--- src/rtl/acc_reg_pkg.sv ---
// Shared types and default sizes for the accumulator register bank.
// Holds the register-op encoding, the shadow sequencer state encoding and
// the default DW/AW/NTAP values used by acc_reg_bank and its sub-module.
package acc_reg_pkg;

  localparam int unsigned ACC_DW_DEF   = 8;
  localparam int unsigned ACC_AW_DEF   = 4;
  localparam int unsigned ACC_NTAP_DEF = 2;

  typedef enum logic [1:0] {
    OP_NOP  = 2'd0,
    OP_ST   = 2'd1,
    OP_LD   = 2'd2,
    OP_SWAP = 2'd3
  } op_e;

  typedef enum logic [1:0] {
    SEQ_IDLE    = 2'd0,
    SEQ_SAVE    = 2'd1,
    SEQ_RESTORE = 2'd2
  } seq_state_e;

endpackage

--- src/rtl/acc_reg_shadow_seq.sv ---
// Shadow bank plus save/restore sequencer. Copies one entry per cycle
// between the core bank (owned by the parent) and the local shadow bank.
// Ports:
//   clk, reset            - clock, async active-high reset
//   save_req, restore_req - level requests, sampled only while idle
//   core_dat              - core[idx] read back from the parent
//   busy                  - high while a SAVE or RESTORE is running
//   done                  - one-cycle pulse after the last entry is copied
//   idx                   - entry being copied this cycle
//   restore_we/_dat       - core[idx] write request during RESTORE
module acc_reg_shadow_seq
  import acc_reg_pkg::*;
#(
  parameter int unsigned DW = ACC_DW_DEF,
  parameter int unsigned AW = ACC_AW_DEF
) (
  input  logic          clk,
  input  logic          reset,
  input  logic          save_req,
  input  logic          restore_req,
  input  logic [DW-1:0] core_dat,
  output logic          busy,
  output logic          done,
  output logic [AW-1:0] idx,
  output logic          restore_we,
  output logic [DW-1:0] restore_dat
);

  localparam int unsigned DEPTH = 1 << AW;

  seq_state_e    state_q, state_d;
  logic [AW-1:0] idx_q;
  logic          done_q;
  logic          last_c;
  logic [DW-1:0] shadow_q [DEPTH];

  assign last_c = (idx_q == AW'(DEPTH - 1));

  // State register.
  always_ff @(posedge clk or posedge reset) begin
    if (reset) state_q <= SEQ_IDLE;
    else       state_q <= state_d;
  end

  // Next state: save wins over restore when both are requested.
  always_comb begin
    state_d = state_q;
    case (state_q)
      SEQ_IDLE: begin
        if (save_req)         state_d = SEQ_SAVE;
        else if (restore_req) state_d = SEQ_RESTORE;
      end
      SEQ_SAVE, SEQ_RESTORE: begin
        if (last_c) state_d = SEQ_IDLE;
      end
      default: state_d = SEQ_IDLE;
    endcase
  end

  // Output decode.
  always_comb begin
    busy        = 1'b0;
    restore_we  = 1'b0;
    busy        = (state_q == SEQ_SAVE) || (state_q == SEQ_RESTORE);
    restore_we  = (state_q == SEQ_RESTORE);
  end

  // Index counter and completion pulse; idx wraps back to 0 on the last entry.
  always_ff @(posedge clk or posedge reset) begin
    if (reset) begin
      idx_q  <= '0;
      done_q <= 1'b0;
    end else if (busy) begin
      idx_q  <= idx_q + AW'(1);
      done_q <= last_c;
    end else begin
      idx_q  <= '0;
      done_q <= 1'b0;
    end
  end

  // Shadow storage, written only while saving.
  always_ff @(posedge clk or posedge reset) begin
    if (reset) begin
      for (int unsigned i = 0; i < DEPTH; i++) shadow_q[i] <= '0;
    end else if (state_q == SEQ_SAVE) begin
      shadow_q[idx_q] <= core_dat;
    end
  end

  assign idx         = idx_q;
  assign done        = done_q;
  assign restore_dat = shadow_q[idx_q];

endmodule

--- src/rtl/acc_reg_bank.sv ---
// Accumulator with a register bank: ST/LD/SWAP between the accumulator and
// core[addr], combinational read port and top-of-bank taps. Optional shadow
// bank with save/restore sequencer when ACC_REG_BANK_SHADOW_EN is defined;
// otherwise save_req/restore_req are ignored and busy/done read 0.
// Ports:
//   clk, reset            - clock, async active-high reset
//   acc_in, acc_ld        - accumulator load data / load enable
//   addr, op              - register select, op (NOP/ST/LD/SWAP)
//   save_req, restore_req - shadow sequencer requests
//   acc_out               - accumulator
//   rd_dat                - core[addr], combinational
//   tap                   - tap[i] = core[DEPTH-NTAP+i], packed i*DW upward
//   busy, done            - sequencer active / completion pulse
module acc_reg_bank
  import acc_reg_pkg::*;
#(
  parameter int unsigned DW   = ACC_DW_DEF,
  parameter int unsigned AW   = ACC_AW_DEF,
  parameter int unsigned NTAP = ACC_NTAP_DEF
) (
  input  logic               clk,
  input  logic               reset,
  input  logic [DW-1:0]      acc_in,
  input  logic               acc_ld,
  input  logic [AW-1:0]      addr,
  input  logic [1:0]         op,
  input  logic               save_req,
  input  logic               restore_req,
  output logic [DW-1:0]      acc_out,
  output logic [DW-1:0]      rd_dat,
  output logic [NTAP*DW-1:0] tap,
  output logic               busy,
  output logic               done
);

  localparam int unsigned DEPTH = 1 << AW;

  op_e           op_c;
  logic [DW-1:0] acc_q;
  logic [DW-1:0] core_q [DEPTH];
  logic          seq_busy, seq_done, seq_we;
  logic [AW-1:0] seq_idx;
  logic [DW-1:0] seq_dat;

  assign op_c = op_e'(op);

`ifdef ACC_REG_BANK_SHADOW_EN
  acc_reg_shadow_seq #(
    .DW(DW),
    .AW(AW)
  ) u_seq (
    .clk        (clk),
    .reset      (reset),
    .save_req   (save_req),
    .restore_req(restore_req),
    .core_dat   (core_q[seq_idx]),
    .busy       (seq_busy),
    .done       (seq_done),
    .idx        (seq_idx),
    .restore_we (seq_we),
    .restore_dat(seq_dat)
  );
`else
  logic unused_req;
  assign unused_req = save_req ^ restore_req;
  assign seq_busy   = 1'b0;
  assign seq_done   = 1'b0;
  assign seq_we     = 1'b0;
  assign seq_idx    = '0;
  assign seq_dat    = '0;
`endif

  // Accumulator: LD/SWAP take priority over acc_ld; frozen while busy.
  always_ff @(posedge clk or posedge reset) begin
    if (reset) begin
      acc_q <= '0;
    end else if (!seq_busy) begin
      if (op_c == OP_LD || op_c == OP_SWAP) acc_q <= core_q[addr];
      else if (acc_ld)                      acc_q <= acc_in;
    end
  end

  // Core bank: sequencer restore owns the write port while busy.
  always_ff @(posedge clk or posedge reset) begin
    if (reset) begin
      for (int unsigned i = 0; i < DEPTH; i++) core_q[i] <= '0;
    end else if (seq_we) begin
      core_q[seq_idx] <= seq_dat;
    end else if (!seq_busy && (op_c == OP_ST || op_c == OP_SWAP)) begin
      core_q[addr] <= acc_q;
    end
  end

  for (genvar g = 0; g < NTAP; g++) begin : g_tap
    assign tap[g*DW +: DW] = core_q[DEPTH - NTAP + g];
  end

  assign acc_out = acc_q;
  assign rd_dat  = core_q[addr];
  assign busy    = seq_busy;
  assign done    = seq_done;

endmodule

--- config.mk ---
export PLATFORM = sky130hd
export DESIGN_NAME = acc_reg_bank
export DESIGN_NICKNAME = d
export VERILOG_FILES = /design/src/rtl/acc_reg_pkg.sv /design/src/rtl/acc_reg_shadow_seq.sv /design/src/rtl/acc_reg_bank.sv
export SDC_FILE = /design/constraint.sdc
export NUM_CORES = 1
export LEC_CHECK = 0
export BUFFER_PORTS_ARGS = -buffer_cell sky130_fd_sc_hd__buf_2
export CAP_MARGIN = 20
export CORE_UTILIZATION = 40
export CTS_CLUSTER_SIZE = 24
export DETAILED_ROUTE_END_ITERATION = 10
export PLACE_DENSITY = 0.56
export SETUP_SLACK_MARGIN = 0.2
export SLEW_MARGIN = 15
export SYNTH_ARGS = -nofsm -noshare
export SYNTH_HDL_FRONTEND = slang
export SYNTH_HIERARCHICAL = 1
export SYNTH_SLANG_ARGS = --single-unit
--- constraint.sdc ---
create_clock -name clk -period 14.4 [get_ports clk]
set_input_delay 4.32 -clock clk [delete_from_list [all_inputs] [get_ports clk]]
set_output_delay 4.32 -clock clk [all_outputs]
set_load 0.01 [all_outputs]
==> results.json, run 1 <==
{
  "status": "completed",
  "fmax_mhz": 95.4,
  "endpoint_kind": "primary output",
  "first_global_vias": 3743,
  "hold_violations": 0,
  "cp_max_fo": 36,
  "critical_path.cell_chain": "buf_2 -> buf_4 -> mux4_2 -> mux2i_1 -> a21oi_1 -> buf_2",
  "cts-htree-levels": 4,
  "cp_common_cell": "buf_2",
  "cts.path.max_buffers": 2,
  "num_rows": 46,
  "path_class": "input port to primary output",
  "route.detailed.drc": 0,
  "layout-drive-gt1-share": 0.560,
  "slew_viol_final": 0,
  "dieArea_um2": 16600,
  "dp_hpwl_mm": 8.65,
  "cts-resized-gates": 0,
  "die_x_um": 129,
  "via_per_inst": 5.28,
  "setup_tns_ns": 0,
  "critical_path_required_ns": 10.08,
  "syn2layout_area_growth_pct": 12.5,
  "numCtsBuffers": 17,
  "placedCellCount": 638,
  "yosysWarnings": 6,
  "hold-worst-slack_ns": 0.492,
  "final_util": 0.458,
  "ys_top_cells_by_area": "dfrtp_1 (53%), mux2_2 (22%), mux4_2 (11%)",
  "num_vias": 3528,
  "fin_cells": 668,
  "clkLatencyLatePin_ns": 0.41,
  "ir_worst_vdd_mv": 0.104,
  "port_buffers": 48,
  "grt_usage": 0.188,
  "clk_pin_slew_worst_paths_ns": 0.05,
  "grt_pass1_wl_mm": 22.3,
  "die_h_um": 129,
  "overflow": 0,
  "leakage_nw": 3.28,
  "final-setup-viol-count": 0,
  "power.density_nw_per_um2": 166,
  "slowest_delay_ns": 0.60,
  "cts_sinks": 136,
  "avgSynthCellArea_um2": 15.6,
  "period_share": 0.728,
  "final_common_cell": "dfrtp_1",
  "netlist_instances": 414,
  "yosys.area.top_type": "dfrtp_1",
  "cp_top_family": "multiplexers",
  "cap_violations": 0,
  "wl_per_cell_um": 20.9,
  "finalCriticalPeriod_ns": 10.48,
  "wl_mm": 13.9,
  "post_cts_buffers": 0,
  "yosys_register_bits": 136,
  "grt_max_degree": 75,
  "maxSlewHeadroom": 0.354,
  "cts_tree": "yes",
  "final_cell_mix": "dfrtp_1 (136), mux2_2 (126), buf_2 (48)",
  "drt_pass1_iterations": 6,
  "synth_top_area_share": 0.528,
  "initial_utilization": 0.407,
  "grt_setup_unrepaired": "no",
  "drt_iter0_drc": 189,
  "yosysSeqAreaShare": 0.528,
  "io-pin-count": 53,
  "holdBufCountCts": 0,
  "final_nets": 460,
  "fin_total_pwr_w": 0.00120,
  "insertedDiodeCount": 0,
  "skew_ns": 0.00527,
  "cts_root_buffer": "clkbuf_16",
  "gp_congestion": 0.684,
  "antenna_found_initial": 0,
  "coreArea_um2": 15800,
  "crit_buf_inv": 3,
  "yosysUniqueCellTypes": 27,
  "worst_slew_pin_slew_ns": 0.968,
  "crit_path_start_kind": "input port",
  "cp_slowest_cell": "mux4_2",
  "synth.cell_area_um2": 6440,
  "arrival_ns": 6.16,
  "antenna_left": 0,
  "hold_class": "flop to flop"
}
synth_stat cells, drive strengths merged:
master	number
nand2	1
conb	1
nand3b	2
a21oi	8
a21o	8
dfrtp	136
buf	34
mux2	128
nor3b	1
nand3	2
inv	1
clkbuf	10
mux4	32
or2	1
nor2	20
mux2i	16
o22ai	8
nand2b	5
registers in the layout, indices dropped and copies added (netlist names):
register	count
acc_out	8
core_q	112
tap	16
layer usage:
metal / wire [um] / track usage / vias up
li1: - / - / 1561
met1: 6630 / 0.260 / 1908
met4: 163 / 0.0498 / 0
met3: 381 / 0.0495 / 12
met2: 6760 / 0.293 / 47
met5: 0 / 0 / -
cell type report:
type	instances	area, um2
tap	216	270
sequential	136	3400
clock buffer	29	551
inverter	1	8.76
timing repair buffer	51	263
fill	1429	8580
multi-input combinational	234	2720
clock inverter	1	30.0
kinds of logic after synthesis:
| kind of cell | share of synthesized area |
|---|---|
| AO/OA/AOI/OAI | 0.0233 |
| flip-flops | 0.528 |
| multiplexers | 0.361 |
| AND/OR/NAND/NOR | 0.0379 |
| buffers and inverters | 0.0493 |
| other | 0.000582 |
power breakdown:
part	leakage, nW	switching [W]	total [W]	internal (W)
Clock	0.286	0.000147	0.000420	0.000273
Sequential	1.73	0.0000678	0.000553	0.000486
Combinational	1.27	0.0000875	0.000230	0.000143
worst paths after layout:
path | start | end | slack, ns | depth (start not counted)
worst max-delay path | addr[2] | rd_dat[2] | 3.92 | 6
worst min-delay path | core_q[124]$_DFFE_PP0P_ | core_q[124]$_DFFE_PP0P_ | 0.49 | 1
max in group asynchronous | reset | core_q[118]$_DFFE_PP0P_ | 9.04 | 3
worst min register to register | core_q[124]$_DFFE_PP0P_ | core_q[124]$_DFFE_PP0P_ | 0.49 | 1
worst max register to register | tap[10]$_DFFE_PP0P_ | acc_out[2]$_DFFE_PP0P_ | 12.78 | 4
min in group asynchronous | reset | core_q[76]$_DFFE_PP0P_ | 3.97 | 2
worst register-to-register path: cells and delay by family, from the launching register on:
kind | cells | cell delay, ns
AOI/OAI and AO/OA | 2 | 0.40
DFF | 1 | 0.39
muxes | 2 | 0.73
stage by stage:
step	area, um2	setup WS (ns)
6_report	7250	3.92
5_1_grt	7250	3.83
4_1_cts	7250	3.90
3_5_place_dp	6670	3.90
3_3_place_gp	6670	3.91
2_1_floorplan	6440	4.71
No activity file was read; power rests on OpenSTA's default activity.
==> inputs of run 2 (changes only) <==
- ABC_AREA: not set -> 1
- PLACE_DENSITY: 0.56 -> 0.58
- clock period: 14.4 -> 9.6 ns (I/O delays scaled with it)
==> run 2 against run 1 <==
Compared with the run above:
- first-iteration DRC count grew 110%
- power grew 52%
- via count grew 57%
- area after synthesis grew 3.5%
- synthesized cell count grew 110%
- hold slack lost 0.0080 ns
- count of clock-buffer cells in the layout shrank 10
- routed wire length grew 25%
- setup slack lost 1.9 ns
- global-route usage grew 3.0 points
- clock power grew 71%
- register-to-register slack lost 4.6 ns
- highest routed layer unchanged
==> results.json, run 2 <==
{
  "die_x_um": 131,
  "wl_mm": 17.4,
  "yosys_register_bits": 136,
  "final_area_um2": 7490,
  "maxSlewHeadroom": 0.343,
  "synth_edf_count": 0,
  "dieArea_um2": 17200,
  "crit_path_start_kind": "input port",
  "yosysUniqueCellTypes": 21,
  "endpoint_kind": "primary output",
  "cts_tree": "yes",
  "setup_tns_ns": 0,
  "setup_ws_ns": 2.01,
  "via_per_inst": 4.95,
  "overflow": 0,
  "antenna_found_initial": 0,
  "syn2layout_area_growth_pct": 12.4,
  "status": "completed",
  "crit_path_start": "addr[0]",
  "power.density_nw_per_um2": 244,
  "critical_path.cell_chain": "buf_2 -> inv_2 -> buf_4 -> nand2_1 -> nand2_1 -> nand2_1 -> nand2_1 -> nand2_1 -> nand4_1 -> buf_2",
  "clkLatencyLatePin_ns": 0.42,
  "synth_common_cells": "nand2_1 (418), dfrtp_1 (136), o21ai_1 (64)",
  "pre_cts_slack_ns": 2.01,
  "numCtsBuffers": 17,
  "grt_pass1_wl_mm": 28.8,
  "num_vias": 5549,
  "cp_top_family": "buffers and inverters",
  "final_cell_mix": "nand2_1 (418), dfrtp_1 (136), o21ai_1 (64)",
  "slowest_delay_ns": 0.70,
  "synth.cell_area_um2": 6670,
  "finalCriticalPeriod_ns": 7.59,
  "avgSynthCellArea_um2": 7.51,
  "dp_hpwl_mm": 10.8,
  "final_common_cell": "nand2_1",
  "clk_pin_slew_worst_paths_ns": 0.06,
  "holdBufCountCts": 0,
  "cp_common_cell": "nand2_1",
  "critical_path_required_ns": 6.72,
  "coreArea_um2": 16100,
  "gp_congestion": 0.756,
  "initial_utilization": 0.415,
  "io-pin-count": 53,
  "layout-drive-gt1-share": 0.120,
  "multi_input_area_um2": 2770,
  "grt_max_degree": 79,
  "yosysSeqAreaShare": 0.510,
  "die_h_um": 131,
  "cp_slowest_cell": "inv_2",
  "route.detailed.drc": 0,
  "netlist_instances": 888,
  "insertedDiodeCount": 0,
  "yosysWarnings": 6,
  "ys_top_cells_by_area": "dfrtp_1 (51%), nand2_1 (24%), o21ai_1 (4.8%)",
  "crit_buf_inv": 4,
  "ys.flop_type": "dfrtp_1",
  "drt_iter0_drc": 388,
  "cap_violations": 0,
  "fin_total_pwr_w": 0.00183,
  "final_nets": 912,
  "yosys.area.top_type": "dfrtp_1",
  "cts-resized-gates": 0,
  "skew_ns": 0.00705,
  "fill_cells": 1641,
  "drt_pass1_iterations": 4,
  "cp_max_fo": 49,
  "r2r_start": "acc_out[6]$_DFFE_PP0P_",
  "antenna_left": 0,
  "grt_usage": 0.218,
  "port_buffers": 48,
  "ir_worst_vdd_mv": 0.131,
  "cts_sinks": 136,
  "synth_top_area_share": 0.510,
  "num_rows": 46,
  "fmax_mhz": 132,
  "worst_slew_pin_slew_ns": 0.984,
  "cts_root_buffer": "clkbuf_16",
  "largest-register": "core_q",
  "hold_violations": 0,
  "grt_setup_unrepaired": "no",
  "post_cts_buffers": 0,
  "arrival_ns": 4.71,
  "regArea_um2": 3400,
  "placed_area_um2": 6840,
  "slew_viol_final": 0,
  "synth_most_common_cell": "nand2_1",
  "hold_class": "flop to flop",
  "largest_reg_flops": 112,
  "path_class": "input port to primary output",
  "hp-start": "core_q[105]$_DFFE_PP0P_",
  "cts.path.max_buffers": 2,
  "first_global_vias": 5115,
  "async_reset_ff_frac": 1.00,
  "final-setup-viol-count": 0,
  "wl_per_cell_um": 15.5,
  "cts-htree-levels": 4,
  "leakage_nw": 3.82,
  "period_share": 0.790
}
==> run 2: changes by cell type after synthesis, sizes merged, moves of 30 or more <==
cell	delta
nor2	+30
mux4	-32
mux2	-128
a21oi	+32
o21ai	+112
inv	+31
nand2	+427
==> run 2: logic make-up (layout without fill, tap and decap cells) <==
| family | count (synthesis) | in the layout | synth area share |
|---|---|---|---|
| AND/OR/NAND/NOR | 499 | 499 | 0.300 |
| other | 1 | 2 | 0.000562 |
| flip-flops | 136 | 136 | 0.510 |
| AO/OA/AOI/OAI | 152 | 152 | 0.114 |
| buffers and inverters | 100 | 117 | 0.0749 |
==> run 2: final cells by class <==
class	instances	share of cell area
clock buffer	19	0.0604
clock inverter	13	0.0267
inverter	33	0.0172
multi-input combinational	653	0.369
sequential	136	0.454
tap	216	0.0361
timing repair buffer	52	0.0361
==> run 2: path summary, 6_finish.rpt <==
check | endpoint | slack [ns] | cells after the start
setup / recovery | rd_dat[3] | 2.01 | 10
hold / removal | core_q[105]$_DFFE_PP0P_ | 0.48 | 2
setup reg to reg | acc_out[6]$_DFFE_PP0P_ | 8.18 | 4
hold reg to reg | core_q[105]$_DFFE_PP0P_ | 0.48 | 2
max in group asynchronous | core_q[106]$_DFFE_PP0P_ | 5.75 | 3
min in group asynchronous | core_q[124]$_DFFE_PP0P_ | 2.59 | 2
==> run 2: tightest hold or removal path, cell delays in order (launching register included) <==
cell and delay [ns]:
dfrtp_1 0.34, nand2_1 0.05, o21ai_0 0.06
==> run 2: metrics by stage <==
stage,util,hold WS (ns),instances
finish,0.467,0.484,1122
global route,0.467,0.500,1122
CTS,0.467,0.488,1122
detailed placement,0.426,0.473,1090
global placement,0.426,0.466,1090
floorplan,-,0.453,889
==> run 2: power by group <==
group          internal, W  leakage, nW  switching [W]  total, W
combinational     0.000123         1.78       0.000220  0.000343
clock             0.000472        0.311       0.000246  0.000719
sequential        0.000699         1.73      0.0000682  0.000768
==> run 2: per-layer routing <==
metal	routed length, um	GRT usage	share of wire	vias to the layer above
met5	0	0	0	-
met4	160	0.0549	0.0092	0
met3	864	0.0486	0.050	10
met2	7440	0.316	0.43	152
met1	8910	0.326	0.51	2591
li1	-	-	-	2796
==> inputs of run 3 (changes only) <==
- PLACE_DENSITY: 0.58 -> 0.56
- clock period: 9.6 -> 7.05 ns (I/O delays scaled with it)
==> run 3 against run 2 <==
Compared with the run above:
- combinational power increased by 37%
- clock power is 27% higher
- non-clock buffer count is 2 higher
- die area stayed put
==> results.json, run 3 (same netlist as run 2, synthesis figures left out) <==
{
  "overflow": 0,
  "grt_setup_unrepaired": "no",
  "period_share": 0.842,
  "worst_slew_pin_slew_ns": 0.931,
  "dieArea_um2": 17200,
  "final_common_cell": "nand2_1",
  "coreArea_um2": 16100,
  "io-pin-count": 53,
  "r2r_start": "acc_out[6]$_DFFE_PP0P_",
  "finalCriticalPeriod_ns": 5.94,
  "hp-start": "core_q[110]$_DFFE_PP0P_",
  "status": "completed",
  "final-setup-viol-count": 0,
  "cp_max_fo": 43,
  "largest_reg_flops": 112,
  "crit_path_start": "addr[0]",
  "antenna_left": 0,
  "endpoint_kind": "primary output",
  "clkLatencyLatePin_ns": 0.42,
  "hold-worst-slack_ns": 0.485,
  "die_x_um": 131,
  "cts-htree-levels": 4,
  "port_buffers": 48,
  "maxSlewHeadroom": 0.379,
  "largest-register": "core_q",
  "wl_per_cell_um": 15.7,
  "skew_ns": 0.00713,
  "antenna_found_initial": 0,
  "grt_max_degree": 103,
  "hold_class": "flop to flop",
  "hold_violations": 0,
  "dp_hpwl_mm": 11.2,
  "drt_iter0_drc": 509,
  "clk_pin_slew_worst_paths_ns": 0.06,
  "slew_viol_final": 0,
  "holdBufCountCts": 0,
  "cts_sinks": 136,
  "cts.path.max_buffers": 2,
  "final_cell_mix": "nand2_1 (418), dfrtp_1 (136), o21ai_1 (64)",
  "critical_path_required_ns": 4.93,
  "cts_root_buffer": "clkbuf_16",
  "die_h_um": 131,
  "wl_mm": 17.6,
  "crit_path_start_kind": "input port",
  "drt_pass1_iterations": 5,
  "layout-drive-gt1-share": 0.119,
  "grt_usage": 0.218,
  "syn2layout_area_growth_pct": 11.9,
  "final_nets": 914,
  "arrival_ns": 3.82,
  "via_per_inst": 4.91,
  "path_class": "input port to primary output",
  "post_cts_buffers": 0,
  "insertedDiodeCount": 0,
  "cts-resized-gates": 0,
  "leakage_nw": 3.82,
  "numCtsBuffers": 17,
  "cts_tree": "yes",
  "ir_worst_vdd_mv": 0.187,
  "gp_congestion": 0.816,
  "grt_pass1_wl_mm": 28.6,
  "setup_tns_ns": 0,
  "num_vias": 5519,
  "cap_violations": 0,
  "num_rows": 46,
  "initial_utilization": 0.415,
  "fmax_mhz": 168,
  "route.detailed.drc": 0,
  "first_global_vias": 5007,
  "power.density_nw_per_um2": 326
}
==> run 3: cell types whose count changed in the layout (fill, tap and decap cells not counted) <==
cell and change:
clkinvlp_4 -4, buf_4 +2, bufinv_16 -2, clkbuf_1 +2
clkbuf_8 +2, clkinv_4 +1
==> run 3: final cells by class <==
type | instances | area (um2)
fill | 1633 | 8590
sequential | 136 | 3400
multi-input combinational | 653 | 2770
clock buffer | 23 | 488
timing repair buffer | 54 | 285
tap | 216 | 270
inverter | 33 | 129
clock inverter | 8 | 119
==> run 3: critical path, cell delays in order <==
cell     delay [ns]
buf_2          0.46
inv_2          0.06
buf_4          0.31
nand2_1        0.11
nand2_1        0.09
nand2_1        0.07
nand2_1        0.08
nand2_1        0.14
nand4_1        0.17
buf_2          0.18
==> run 3: path summary, 6_finish.rpt <==
| path | end | slack, ns | depth (start not counted) |
|---|---|---|---|
| hold / removal | core_q[110]$_DFFE_PP0P_ | 0.49 | 2 |
| hold reg to reg | core_q[110]$_DFFE_PP0P_ | 0.49 | 2 |
| setup reg to reg | acc_out[6]$_DFFE_PP0P_ | 5.57 | 4 |
| setup / recovery | rd_dat[3] | 1.11 | 10 |
| max in group asynchronous | tap[3]$_DFFE_PP0P_ | 4.09 | 3 |
| min in group asynchronous | core_q[125]$_DFFE_PP0P_ | 1.90 | 2 |
==> run 3: per-stage QoR <==
stage                     utilization  instances  setup WS, ns  area [um2]  power [W]
final                           0.465       1123          1.11        7460    0.00243
after global routing            0.465       1123         0.954        7460    0.00258
after CTS                       0.465       1123          1.12        7460    0.00246
after detailed placement        0.427       1092          1.13        6860    0.00153
after global placement          0.427       1092          1.13        6860    0.00152
after floorplan                     -        889          1.30        6670    0.00140
==> run 3: power breakdown <==
group	internal, W	switching [W]
clock network	0.000590	0.000326
logic	0.000168	0.000303
registers	0.000953	0.0000934
total	0.00171	0.000722
==> run 3: layer usage <==
| layer | vias to the layer above | wire length, um | global-route usage | share of wire |
|---|---|---|---|---|
| met2 | 124 | 7480 | 0.310 | 0.42 |
| met5 | - | 0 | 0 | 0 |
| met1 | 2580 | 8970 | 0.325 | 0.51 |
| met3 | 16 | 928 | 0.0509 | 0.053 |
| met4 | 0 | 227 | 0.0686 | 0.013 |
| li1 | 2799 | - | - | - |
